File: src/rtl/collision_referee_if.sv
// collision_referee_if: ball/paddle geometry in, bounce/speed/score status out
interface collision_referee_if;
    logic       restart;
    logic [9:0] ball_x;
    logic [9:0] ball_y;
    logic [7:0] ball_w;
    logic [7:0] ball_h;
    logic [9:0] pad_l_y;
    logic [9:0] pad_r_y;
    logic [1:0] bounce;
    logic [2:0] speed;
    logic [3:0] score_l;
    logic [3:0] score_r;
    logic       game_over;
    modport master (
        output restart, ball_x, ball_y, ball_w, ball_h, pad_l_y, pad_r_y,
        input  bounce, speed, score_l, score_r, game_over
    );
    modport slave (
        input  restart, ball_x, ball_y, ball_w, ball_h, pad_l_y, pad_r_y,
        output bounce, speed, score_l, score_r, game_over
    );
endinterface

File: src/rtl/collision_referee.sv
// collision_referee: ball contact classifier, bounce hold/lockout, scoring; COLLISION_REFEREE_SPEEDUP_EN enables paddle speed-up
module collision_referee #(
    parameter int SCREEN_X   = 640,
    parameter int SCREEN_Y   = 480,
    parameter int PAD_L_X    = 16,
    parameter int PAD_R_X    = 616,
    parameter int PAD_W      = 8,
    parameter int PAD_H      = 64,
    parameter int WIN_SCORE  = 9,
    parameter int SPEED_INIT = 6,
    parameter int SPEED_MIN  = 1
) (
    input logic clock,
    input logic reset,
    collision_referee_if.slave bus
);
    typedef enum logic [1:0] {PLAY, HOLD, LOCKOUT, OVER} state_t;
    typedef enum logic [2:0] {NONE, PAD_L, PAD_R, WALL, MISS_L, MISS_R} cls_t;
    localparam logic [10:0] SX  = 11'(SCREEN_X);
    localparam logic [10:0] SY  = 11'(SCREEN_Y);
    localparam logic [10:0] PLE = 11'(PAD_L_X + PAD_W);
    localparam logic [10:0] PRX = 11'(PAD_R_X);
    localparam logic [10:0] PH  = 11'(PAD_H);
    localparam logic [3:0]  WS  = 4'(WIN_SCORE);
    localparam logic [2:0]  SI  = 3'(SPEED_INIT);
`ifdef COLLISION_REFEREE_SPEEDUP_EN
    localparam logic [2:0]  SM  = 3'(SPEED_MIN);
`endif
    state_t state, state_n;
    cls_t cls, lat_cls, lat_cls_n;
    logic [9:0] lat_x, lat_y, lat_x_n, lat_y_n;
    logic [1:0] bounce, bounce_n;
    logic [2:0] speed, speed_n;
    logic [3:0] score_l, score_r, score_l_n, score_r_n, inc_l, inc_r;
    logic [10:0] bx, by, x_end, y_end, pl, pr;
    logic ov_l, ov_r, is_miss, is_pad, lat_miss, moved;
    assign bx    = {1'b0, bus.ball_x};
    assign by    = {1'b0, bus.ball_y};
    assign pl    = {1'b0, bus.pad_l_y};
    assign pr    = {1'b0, bus.pad_r_y};
    assign x_end = bx + {3'b0, bus.ball_w};
    assign y_end = by + {3'b0, bus.ball_h};
    assign ov_l  = y_end > pl && by < pl + PH;
    assign ov_r  = y_end > pr && by < pr + PH;
    assign cls = bus.ball_x == '0        ? MISS_L :
                 x_end >= SX             ? MISS_R :
                 bx <= PLE && ov_l       ? PAD_L  :
                 x_end >= PRX && ov_r    ? PAD_R  :
                 by == '0 || y_end >= SY ? WALL   : NONE;
    assign is_miss  = cls == MISS_L || cls == MISS_R;
    assign is_pad   = cls == PAD_L || cls == PAD_R;
    assign lat_miss = lat_cls == MISS_L || lat_cls == MISS_R;
    assign moved    = bus.ball_x != lat_x || bus.ball_y != lat_y;
    assign inc_l    = score_l == WS ? score_l : score_l + 4'd1;
    assign inc_r    = score_r == WS ? score_r : score_r + 4'd1;
    always_comb begin
        state_n   = state;
        lat_cls_n = lat_cls;
        lat_x_n   = lat_x;
        lat_y_n   = lat_y;
        bounce_n  = bounce;
        speed_n   = speed;
        score_l_n = score_l;
        score_r_n = score_r;
        if (bus.restart) begin
            state_n   = PLAY;
            bounce_n  = 2'b00;
            speed_n   = SI;
            score_l_n = '0;
            score_r_n = '0;
        end else begin
            case (state)
                PLAY: if (cls != NONE) begin
                    lat_cls_n = cls;
                    lat_x_n   = bus.ball_x;
                    lat_y_n   = bus.ball_y;
                    bounce_n  = is_miss ? 2'b11 : is_pad ? 2'b01 : 2'b10;
                    state_n   = HOLD;
                    if (is_miss) begin
                        score_l_n = cls == MISS_R ? inc_l : score_l;
                        score_r_n = cls == MISS_L ? inc_r : score_r;
                        speed_n   = SI;
                        state_n   = (score_l_n == WS || score_r_n == WS) ? OVER : HOLD;
                    end
`ifdef COLLISION_REFEREE_SPEEDUP_EN
                    if (is_pad) speed_n = speed > SM ? speed - 3'd1 : SM;
`endif
                end
                HOLD: if (moved) begin
                    bounce_n = 2'b00;
                    state_n  = lat_miss ? PLAY : LOCKOUT;
                end
                LOCKOUT: begin
                    bounce_n = 2'b00;
                    state_n  = cls != lat_cls ? PLAY : LOCKOUT;
                end
                OVER: bounce_n = 2'b11;
                default: state_n = PLAY;
            endcase
        end
    end
    always_ff @(posedge clock) begin
        if (reset) begin
            state   <= PLAY;
            lat_cls <= NONE;
            lat_x   <= '0;
            lat_y   <= '0;
            bounce  <= 2'b00;
            speed   <= SI;
            score_l <= '0;
            score_r <= '0;
        end else begin
            state   <= state_n;
            lat_cls <= lat_cls_n;
            lat_x   <= lat_x_n;
            lat_y   <= lat_y_n;
            bounce  <= bounce_n;
            speed   <= speed_n;
            score_l <= score_l_n;
            score_r <= score_r_n;
        end
    end
    assign bus.bounce    = bounce;
    assign bus.speed     = speed;
    assign bus.score_l   = score_l;
    assign bus.score_r   = score_r;
    assign bus.game_over = state == OVER;
endmodule

File: src/flat_wrapper.sv
// flat-port wrapper written by rule: the top's interface ports become plain ports
module collision_referee_flat 
#(
    parameter int SCREEN_X   = 640,
    parameter int SCREEN_Y   = 480,
    parameter int PAD_L_X    = 16,
    parameter int PAD_R_X    = 616,
    parameter int PAD_W      = 8,
    parameter int PAD_H      = 64,
    parameter int WIN_SCORE  = 9,
    parameter int SPEED_INIT = 6,
    parameter int SPEED_MIN  = 1
)
  (clock, reset, bus_restart, bus_ball_x, bus_ball_y, bus_ball_w, bus_ball_h, bus_pad_l_y, bus_pad_r_y, bus_bounce, bus_speed, bus_score_l, bus_score_r, bus_game_over);
  collision_referee_if bus_i ();
  input logic clock;
  input logic reset;
  input wire logic [$bits(bus_i.restart)-1:0] bus_restart;
  input wire logic [$bits(bus_i.ball_x)-1:0] bus_ball_x;
  input wire logic [$bits(bus_i.ball_y)-1:0] bus_ball_y;
  input wire logic [$bits(bus_i.ball_w)-1:0] bus_ball_w;
  input wire logic [$bits(bus_i.ball_h)-1:0] bus_ball_h;
  input wire logic [$bits(bus_i.pad_l_y)-1:0] bus_pad_l_y;
  input wire logic [$bits(bus_i.pad_r_y)-1:0] bus_pad_r_y;
  output wire logic [$bits(bus_i.bounce)-1:0] bus_bounce;
  output wire logic [$bits(bus_i.speed)-1:0] bus_speed;
  output wire logic [$bits(bus_i.score_l)-1:0] bus_score_l;
  output wire logic [$bits(bus_i.score_r)-1:0] bus_score_r;
  output wire logic [$bits(bus_i.game_over)-1:0] bus_game_over;
  assign bus_i.restart = bus_restart;
  assign bus_i.ball_x = bus_ball_x;
  assign bus_i.ball_y = bus_ball_y;
  assign bus_i.ball_w = bus_ball_w;
  assign bus_i.ball_h = bus_ball_h;
  assign bus_i.pad_l_y = bus_pad_l_y;
  assign bus_i.pad_r_y = bus_pad_r_y;
  assign bus_bounce = bus_i.bounce;
  assign bus_speed = bus_i.speed;
  assign bus_score_l = bus_i.score_l;
  assign bus_score_r = bus_i.score_r;
  assign bus_game_over = bus_i.game_over;
  collision_referee #(.SCREEN_X(SCREEN_X), .SCREEN_Y(SCREEN_Y), .PAD_L_X(PAD_L_X), .PAD_R_X(PAD_R_X), .PAD_W(PAD_W), .PAD_H(PAD_H), .WIN_SCORE(WIN_SCORE), .SPEED_INIT(SPEED_INIT), .SPEED_MIN(SPEED_MIN)) u_core (.clock(clock), .reset(reset), .bus(bus_i));
endmodule
File: config.mk
export PLATFORM = sky130hd
export DESIGN_NAME = collision_referee_flat
export DESIGN_NICKNAME = d
export VERILOG_FILES = /design/src/rtl/collision_referee_if.sv /design/src/rtl/collision_referee.sv /design/src/flat_wrapper.sv
export SDC_FILE = /design/constraint.sdc
export NUM_CORES = 1
export LEC_CHECK = 0
export ABC_AREA = 0
export CORE_MARGIN = 2
export CORE_UTILIZATION = 55
export DETAILED_ROUTE_END_ITERATION = 7
export PLACE_DENSITY_LB_ADDON = 0.2
export SYNTH_ARGS = -nofsm -noshare
export SYNTH_HDL_FRONTEND = slang
export SYNTH_SLANG_ARGS = --single-unit
File: constraint.sdc
create_clock -name clock -period 8.6 [get_ports clock]
set_clock_uncertainty 0.05 [all_clocks]
set_input_delay 2.58 -clock clock [delete_from_list [all_inputs] [get_ports clock]]
set_output_delay 2.58 -clock clock [all_outputs]
set_load 0.01 [all_outputs]
Word-level counts from Yosys, hierarchy flattened --
Index checks and enable logic that the tools add are counted.
Operators by class: $lt $le $gt $ge 8, equality and inequality tests 18, muxes and demuxes 21, $add $sub $neg 6, reduce and logical (&&, ||, !) cells 20, bitwise logic cells 1
Operators with widths (number):
- $add 10x7->11 const B | 2
- $add 10x8->11 | 2
- $ge 11x10->1 const B | 2
- $gt 11x10->1 | 2
- $lt 10x11->1 | 2
- $mux 2 | 11
- $ne 10x10->1 | 2
- $eq 4x4->1 const B | 4
- $mux 4 | 4
- $eq 3x3->1 const B | 4
- $mux 3 | 4
- $ge 11x9->1 const B | 1
- $logic_not 11->1 | 1
- $le 10x5->1 const B | 1
- $logic_not 10->1 | 1
- $reduce_and 3->1 | 3
- $add 4x1->4 const B | 2
- $pmux 2 s4 | 1
- $logic_or 1x1->1 | 6
- $pmux 2 s3 | 1
- $reduce_bool 3->1 | 2
- $eq 2x2->1 const B | 2
- $logic_and 1x1->1 | 4
- $ne 2x1->1 const B | 2
- 8 further kinds | 8
Word-level totals: word-level logic and storage cells 81, bits of input ports 59, output and inout bits 14, bits in registers 35

Longest topological paths before layout --
Gate-level depths: netlist (run 1).
depth in word-level cells 16, depth in mapped cells 17, mapped depth without buffers 16

Least setup slack after synthesis (run 1) --
Ideal clock, no wire load.
path kind input port to flip-flop, start input port bus_ball_h[0], end register u_core.lat_x[3], buffers on the path 1, arrival 5887 ps, stages 17, setup time 128 ps, data required time 8422 ps, setup slack 2535 ps, cell sequence ha_1 fa_1 a211oi_1 o21ai_1 nand2_1 xnor2_1 ha_1 nand3_1 nor3_1 or2_2 o211a_1 o32ai_4 a211oi_4 a21oi_4 buf_12 mux2i_1 nor2_1
On the way: cells in the longest elaborated chain, start to end 10, elaborated cells between the ends (all ways) 16, those cells by class add/sub: 1; order compare: 3; mux: 5; reduce/logical: 7
Ends and longest elaborated chain:
- from (decl) | line flat_wrapper.sv:22 | input wire logic [$bits(bus_i.ball_h)-1:0] bus_ball_h;
- $add 10x8->11 (*) | line collision_referee.sv:42 | assign y_end = by + {3'b0, bus.ball_h};
- $ge 11x9->1 / $gt 11x10->1 (equally long branches) | line collision_referee.sv:49, collision_referee.sv:44
- $logic_or 1x1->1 / $logic_and 1x1->1 (equally long branches) | line collision_referee.sv:49, collision_referee.sv:44
- $mux 2 / $logic_and 1x1->1 (equally long branches) | line collision_referee.sv:49, collision_referee.sv:48
- $mux 3 | line collision_referee.sv:48 | x_end >= PRX && ov_r ? PAD_R :
- $mux 3 (*) | line collision_referee.sv:47 | bx <= PLE && ov_l ? PAD_L :
- $mux 3 (*) | line collision_referee.sv:46 | x_end >= SX ? MISS_R :
- $mux 3 (*) | line collision_referee.sv:45 | assign cls = bus.ball_x == '0 ? MISS_L :
- $reduce_bool 3->1 (*) | line collision_referee.sv:73 | PLAY: if (cls != NONE) begin
- $reduce_and 3->1 (no source line) (*)
- to (signal assigned) | line collision_referee.sv:115 | lat_x <= lat_x_n;
- to (decl) | line collision_referee.sv:31 | logic [9:0] lat_x, lat_y, lat_x_n, lat_y_n;
Mark *: on every way between the ends. The rest lies on a longest branch, timed or not. A chain may end at the register's enable or synchronous reset.

Worst setup path after layout (run 1) --
start input port bus_ball_y[0], end register u_core.lat_y[3]
On the way: cells in the longest elaborated chain, start to end 10, elaborated cells between the ends (all ways) 19, those cells by class add/sub: 1; order compare: 5; mux: 5; reduce/logical: 8
Ends and longest elaborated chain:
- from (decl) | line flat_wrapper.sv:20 | input wire logic [$bits(bus_i.ball_y)-1:0] bus_ball_y;
- $add 10x8->11 | line collision_referee.sv:42
- $ge 11x9->1 / $gt 11x10->1 (equally long branches) | line collision_referee.sv:49, collision_referee.sv:44
- $logic_or 1x1->1 / $logic_and 1x1->1 (equally long branches) | line collision_referee.sv:49, collision_referee.sv:44
- $mux 2 / $logic_and 1x1->1 (equally long branches) | line collision_referee.sv:49, collision_referee.sv:48
- $mux 3 | line collision_referee.sv:48
- $mux 3 (*) | line collision_referee.sv:47
- $mux 3 (*) | line collision_referee.sv:46
- $mux 3 (*) | line collision_referee.sv:45
- $reduce_bool 3->1 (*) | line collision_referee.sv:73
- $reduce_and 3->1 (no source line) (*)
- to (signal assigned) | line collision_referee.sv:116 | lat_y <= lat_y_n;
- to (decl) | line collision_referee.sv:31
Marks and branches as above.

==> flow_metrics.tcl, run 1 <==
set metrics [dict create \
    cts_setup_buffers 0 \
    final_cell_mix "clkdlybuf4s50_1 (69), ha_1 (64), nor2_1 (49)" \
    hp-class "reg2reg" \
    placed_area_um2 4813 \
    hp-start "u_core.lat_cls[2]" \
    intPower_mw 0.3907 \
    avgSynthCellArea_um2 8.282 \
    max_cap_viol_count 0 \
    dp.cells 650 \
    rrSetupSlack_ns 6.29 \
    vias 3872 \
    die_area_um2 8176 \
    stdcell_area_um2 4913 \
    worstReg2RegEnd "u_core.lat_y[3]" \
    power.total_mw 0.6329 \
    start_util 0.5663 \
    fp.dieH_um 90.42 \
    cp.arrival_ns 7.30 \
    ys.flop_type "dfxtp_1" \
    layoutNonFillerInstCount 658 \
    core_area_um2 7253 \
    tns_ns 0 \
    path_delay_family "compound AO/OA/AOI/OAI gates" \
    holdPathEnd "u_core.lat_cls[2]" \
    swShare 0.3827 \
    power_frac_seq 0.299 \
    hold_depth 2 \
    ant_nets 0 \
    cts-hold-fix-buffers 0 \
    p_clk_frac 0.214 \
    cts_root_buffer "clkbuf_8" \
    nNetsFinal 683 \
    dp_hpwl_um 8448 \
    drtPass1Iterations 5 \
    p_leak_nw 2.127 \
    hold_viol_final 0 \
    fillers 605 \
    cp.required_ns 8.70 \
    numCtsBuffers 5 \
    synth-simple-area-share 0.1925 \
    cp-end-kind "register" \
    max-clock-path-buffers 2 \
    yosysWarnings 0 \
    drive_gt1_frac 0.04472 \
    synth_cell_types 73 \
    cp-start-kind "input port" \
    power.switching_mw 0.2422 \
    viasPerCell 5.884 \
    cts.htree.levels 2 \
    grt_start_max_net_pins 25 \
    syn-cell-area_um2 4108 \
    synth_cells 496 \
    worstSkewPairLatency_ns 0.29 \
    holdWs_ns 0.4281 \
    row_count 31 \
    finalMaxSlewViolations 0 \
    first_iter_violations 148 \
    vdd_drop_max_mv 0.07685 \
    path_buf_inv 1 \
    antenna_found_initial 0 \
    period_minus_slack_ns 7.199 \
    routedWlPerCell_um 16.07 \
    status "completed" \
    synth-compound-area-share 0.2327 \
    crit_chain "clkdlybuf4s50_1, ha_1, fa_1, a211oi_1, o21ai_1, nand2_1, xnor2_1, ha_1, o21ai_0, nor2_1, o32ai_1, o21a_1, nor4_2, a211oi_4, a21oi_4, mux2i_1, nor2_1" \
    drt_wl_total_um 10580 \
    grt_overflow 0 \
    max_freq_mhz 138.9 \
    max_stage_delay_ns 0.79 \
    grt_pass1_wl_um 17840 \
    synth_mux_area_frac 0.05848 \
    cp_slowest_cell "a21oi_4" \
    async_flop_share 0 \
    clkSlewWorstSetupHoldPaths_ns 0.07 \
    drc 0 \
    synth_edf_count 0 \
    place_ws_ns 1.136 \
    final_common_cell "clkdlybuf4s50_1" \
    die_x_um 90.42 \
    worstMarginPinSlew_ns 0.9501 \
    gp_congestion 0.9258 \
    yosys.area_share.xor_xnor 0.07889 \
    path_max_fanout 23 \
    fin_crit_sh 0.8371 \
    finalSetupViolCount 0 \
    ys_ff_latch 35 \
    port_buffers 69 \
    antenna_cells 0 \
    areaGrowthSynthToFinish_pct 19.62 \
    final_util 0.6774 \
    cts_sinks 35 \
    reg2reg_depth 6 \
    maxSlewHeadroom 0.3652 \
    combPwrFrac 0.487 \
    grt_pass1_vias 3830 \
    cellPowerDensity_nw_per_um2 128.8 \
    synth_top_family_by_area "compound AO/OA/AOI/OAI gates" \
    rsz0062_at_grt "false" \
    yosysSeqAreaShare 0.1706 \
    cts_tree "done" \
    grt_usage 0.2628 \
    worstSetupPathType "in2reg" \
    rr_startpoint "u_core.state[0]" \
    post_cts_resized 0 \
    synth_fa_ha_area_frac 0.2047 \
    ios 73 \
    setup_ws_ns 1.401 \
]
kinds of logic (layout without fill, tap and decap cells):
group                      after synthesis  after routing
buffers and inverters                   51            113
adders and majority gates               66             66
AOI/OAI and AO/OA                      130            130
muxes                                   24             24
DFF                                     35             35
and+or+nand+nor                        151            151
other                                    2              3
xor gates and xnor gates                37             37
metal layers:
metal | up-vias | track usage | routed length (um)
li1 | 1959 | - | -
met3 | 22 | 0.04090 | 505
met4 | 0 | 0.09359 | 234
met5 | - | 0 | 0
met2 | 107 | 0.4599 | 5081
met1 | 1784 | 0.3265 | 4753
flip-flops by register name, indices dropped and copies added (netlist names):
register            flops
u_core.bus.score_r      4
u_core.lat_cls          3
u_core.lat_x           10
u_core.lat_y           10
u_core.state            2
u_core.bus.bounce       2
u_core.bus.score_l      4
power groups by stage:
| stage | sequential (mW) | clock (mW) | combinational (mW) |
|---|---|---|---|
| 6_report | 0.189 | 0.136 | 0.308 |
| 5_1_grt | 0.191 | 0.141 | 0.343 |
| 4_1_cts | 0.189 | 0.134 | 0.306 |
| 3_5_place_dp | 0.192 | 0 | 0.303 |
| 3_3_place_gp | 0.192 | 0 | 0.295 |
| 2_1_floorplan | 0.191 | 0 | 0.222 |
cell usage after synthesis (4+ instances only):
cell type | count | area (um^2)
a21o_1 | 11 | 82.58
or4_1 | 4 | 30.03
xnor2_1 | 19 | 166.4
dfxtp_1 | 35 | 700.7
buf_2 | 4 | 20.02
o211ai_1 | 6 | 45.04
nor2b_1 | 7 | 43.79
inv_1 | 36 | 135.1
o21ai_0 | 20 | 100.1
mux2i_1 | 24 | 240.2
clkbuf_1 | 5 | 18.77
xor2_1 | 18 | 157.7
a211oi_1 | 9 | 67.56
a31oi_1 | 4 | 25.02
a21oi_1 | 30 | 150.1
ha_1 | 64 | 800.8
nand2_1 | 15 | 56.30
nor4_1 | 8 | 50.05
nor3b_1 | 4 | 30.03
nor3_1 | 11 | 55.05
nor2_1 | 49 | 183.9
nand4_1 | 11 | 68.82
nand3_1 | 16 | 80.08
o21a_1 | 4 | 30.03
nand2b_1 | 6 | 37.54
worst reg2reg max path: cells and delay by family, from the launching register on:
kind / cells / cell delay (ns)
AO/OA/AOI/OAI: 1 / 0.76
adder cells (fa/ha/maj): 1 / 0.37
flip-flops: 1 / 0.34
multiplexers: 1 / 0.31
AND/OR/NAND/NOR: 2 / 0.24
buffers and inverters: 1 / 0.09
layout make-up:
class	count	area, um^2	area share
multi-input combinational	411	3163	0.6437
tap	99	123.9	0.02521
clock buffer	8	100.1	0.02037
timing repair buffer	69	690.7	0.1406
sequential	35	700.7	0.1426
inverter	36	135.1	0.02750
how the worst max path moves through the flow:
stage / startpoint / to / slack, ns / cells past startpoint
after floorplan: bus_ball_h[0] / u_core.lat_x[3] / 2.54 / 17
after global placement: bus_ball_y[0] / u_core.lat_y[2] / 1.24 / 17
after detailed placement: bus_ball_y[0] / u_core.lat_y[6] / 1.14 / 17
after CTS: bus_ball_y[0] / u_core.lat_y[6] / 1.40 / 17
after global routing: bus_ball_y[0] / u_core.lat_y[6] / 0.97 / 17
final: bus_ball_y[0] / u_core.lat_y[3] / 1.40 / 17
Power figures use the tool's default switching activity.
==> inputs of run 2 (changes only) <==
--- a/config.mk
+++ b/config.mk
@@ -7,7 +7,7 @@
 export LEC_CHECK = 0
 export ABC_AREA = 0
 export CORE_MARGIN = 2
-export CORE_UTILIZATION = 55
+export CORE_UTILIZATION = 49
 export DETAILED_ROUTE_END_ITERATION = 7
 export PLACE_DENSITY_LB_ADDON = 0.2
 export SYNTH_ARGS = -nofsm -noshare
==> constraint.sdc (replaced) <==
create_clock -name clock -period 6.4 [get_ports clock]
set_clock_uncertainty 0.05 [all_clocks]
set_input_delay 1.92 -clock clock [delete_from_list [all_inputs] [get_ports clock]]
set_output_delay 1.92 -clock clock [all_outputs]
set_load 0.01 [all_outputs]
==> run 2 against run 1 <==
Effect of this change: non-clock buffer count grew 19; first-iteration DRC count increased by 4.7%; routed wire length rose by 5.8%; via count up 2.3%; critical path depth grew 2; global-route usage is 0.41 points lower; sequential cell count unchanged; clock power is 18% higher.
==> flow_metrics.tcl, run 2 (synthesis results as in run 1) <==
set metrics [dict create \
    ant_nets 0 \
    final_cell_mix "clkdlybuf4s50_1 (69), ha_1 (64), nor2_1 (49)" \
    globalRouteMet2Util 0.4604 \
    die_area_um2 9132 \
    finalMaxSlewViolations 0 \
    start_util 0.5024 \
    cts_setup_buffers 0 \
    drive_gt1_frac 0.07785 \
    grt_pass1_vias 4015 \
    grt_use_met1 0.2974 \
    final_util 0.6189 \
    viasPerCell 5.801 \
    antenna_cells 0 \
    hp-class "reg2reg" \
    stdcell_area_um2 5060 \
    max-clock-path-buffers 2 \
    fillers 740 \
    max_cap_viol_count 0 \
    cts_sinks 35 \
    met3_usage 0.03874 \
    layoutNonFillerInstCount 683 \
    max_stage_delay_ns 0.46 \
    final_common_cell "clkdlybuf4s50_1" \
    cellPowerDensity_nw_per_um2 167.6 \
    worstMarginPinSlew_ns 0.9022 \
    clkSlewWorstSetupHoldPaths_ns 0.06 \
    die_x_um 95.56 \
    status "completed" \
    worstSetupPathType "in2reg" \
    core_area_um2 8175 \
    fin_crit_sh 0.9538 \
    place_ws_ns -0.04983 \
    dp.cells 675 \
    finalSetupViolCount 0 \
    grt_pass1_wl_um 18530 \
    routedWlPerCell_um 16.38 \
    cts_root_buffer "clkbuf_8" \
    reg.largest.list "u_core.lat_x (10), u_core.lat_y (10)" \
    cts-hold-fix-buffers 0 \
    maxSlewHeadroom 0.3966 \
    cts_tree "done" \
    path_delay_family "compound AO/OA/AOI/OAI gates" \
    holdWs_ns 0.4349 \
    max_freq_mhz 163.8 \
    first_iter_violations 155 \
    crit_chain "clkdlybuf4s50_1, ha_1, fa_1, a211oi_1, o21ai_1, nand2_1, xnor2_1, buf_4, ha_1, a2111oi_0, o21ai_0, nor2_1, o21a_1, nor4_2, buf_4, a211oi_4, a21oi_2, nand2b_1, a21oi_2" \
    drc 0 \
    drtPass1Iterations 4 \
    grt_start_max_net_pins 25 \
    busiest_layer "met2" \
    areaGrowthSynthToFinish_pct 23.18 \
    cts.htree.levels 2 \
    fp.dieH_um 95.56 \
    gp_congestion 0.9279 \
    antenna_found_initial 0 \
    grt_usage 0.2586 \
    hold_viol_final 0 \
    worstSkewPairLatency_ns 0.28 \
    path_buf_inv 3 \
    vias 3962 \
    ios 73 \
    nNetsFinal 703 \
    cp.arrival_ns 6.25 \
    rsz0062_at_grt "false" \
    p_leak_nw 2.217 \
    cp-end-kind "register" \
    path_max_fanout 11 \
    vdd_drop_max_mv 0.1329 \
    numCtsBuffers 5 \
    cp-start-kind "input port" \
    placed_area_um2 4964 \
    cp_slowest_cell "clkdlybuf4s50_1" \
    period_minus_slack_ns 6.104 \
    setup_ws_ns 0.2959 \
    cp.required_ns 6.55 \
    row_count 33 \
    grt_overflow 0 \
    port_buffers 69 \
    dp_hpwl_um 9083 \
    drt_wl_total_um 11190 \
]
## run 2: changes by cell type in the layout (fill, tap and decap cells not counted), sizes merged
| cell | previous run | this run |
|---|---|---|
| a21oi | 34 | 35 |
| buf | 0 | 19 |
| clkinv | 0 | 1 |
| clkbuf | 8 | 6 |
## run 2: worst paths after layout
kind | endpoint | slack (ns) | cells past startpoint | start
hold / removal | u_core.lat_cls[2] | 0.43 | 2 | u_core.lat_cls[2]
setup / recovery | u_core.lat_cls[0] | 0.30 | 19 | bus_ball_y[0]
setup reg to reg | u_core.lat_y[0] | 4.21 | 6 | u_core.state[1]
hold reg to reg | u_core.lat_cls[2] | 0.43 | 2 | u_core.lat_cls[2]
## run 2: final cells by class
class                   count  area [um^2]  area share
clock buffers               6        82.58     0.01632
repair buffers             88        833.3      0.1647
inverters                  36        135.1     0.02671
flip-flops and latches     35        700.7      0.1385
multi-input cells         412         3172      0.6269
well taps                 105        131.4     0.02596
clock inverters             1        5.005   0.0009891
## run 2: metal layers
layer / vias up / share of wire
met3: 36 / 0.046
met5: - / 0
met2: 115 / 0.48
li1: 1995 / -
met1: 1816 / 0.43
met4: 0 / 0.044
## run 2: metrics by stage
step	power (mW)	setup TNS, ns
after floorplan	0.5555	0
after global placement	0.6742	0
after detailed placement	0.6835	-0.7088
after CTS	0.8474	0
after global routing	0.9153	0
final	0.8478	0
## run 2: what timing repair did
item	4_1_cts	5_1_grt
setup endpoints to repair	0	22
hold endpoints to repair	0	0
resized for setup	0	0
## run 2: tightest hold or removal path: cells and delay by family, from the launching register on
family	cells	cell delay, ns
AO/OA/AOI/OAI	2	0.13
flip-flops	1	0.31
## run 2: power breakdown
group	switching [mW]	internal [mW]
Sequential	0.0156	0.239
Combinational	0.232	0.202
Clock	0.0756	0.0844
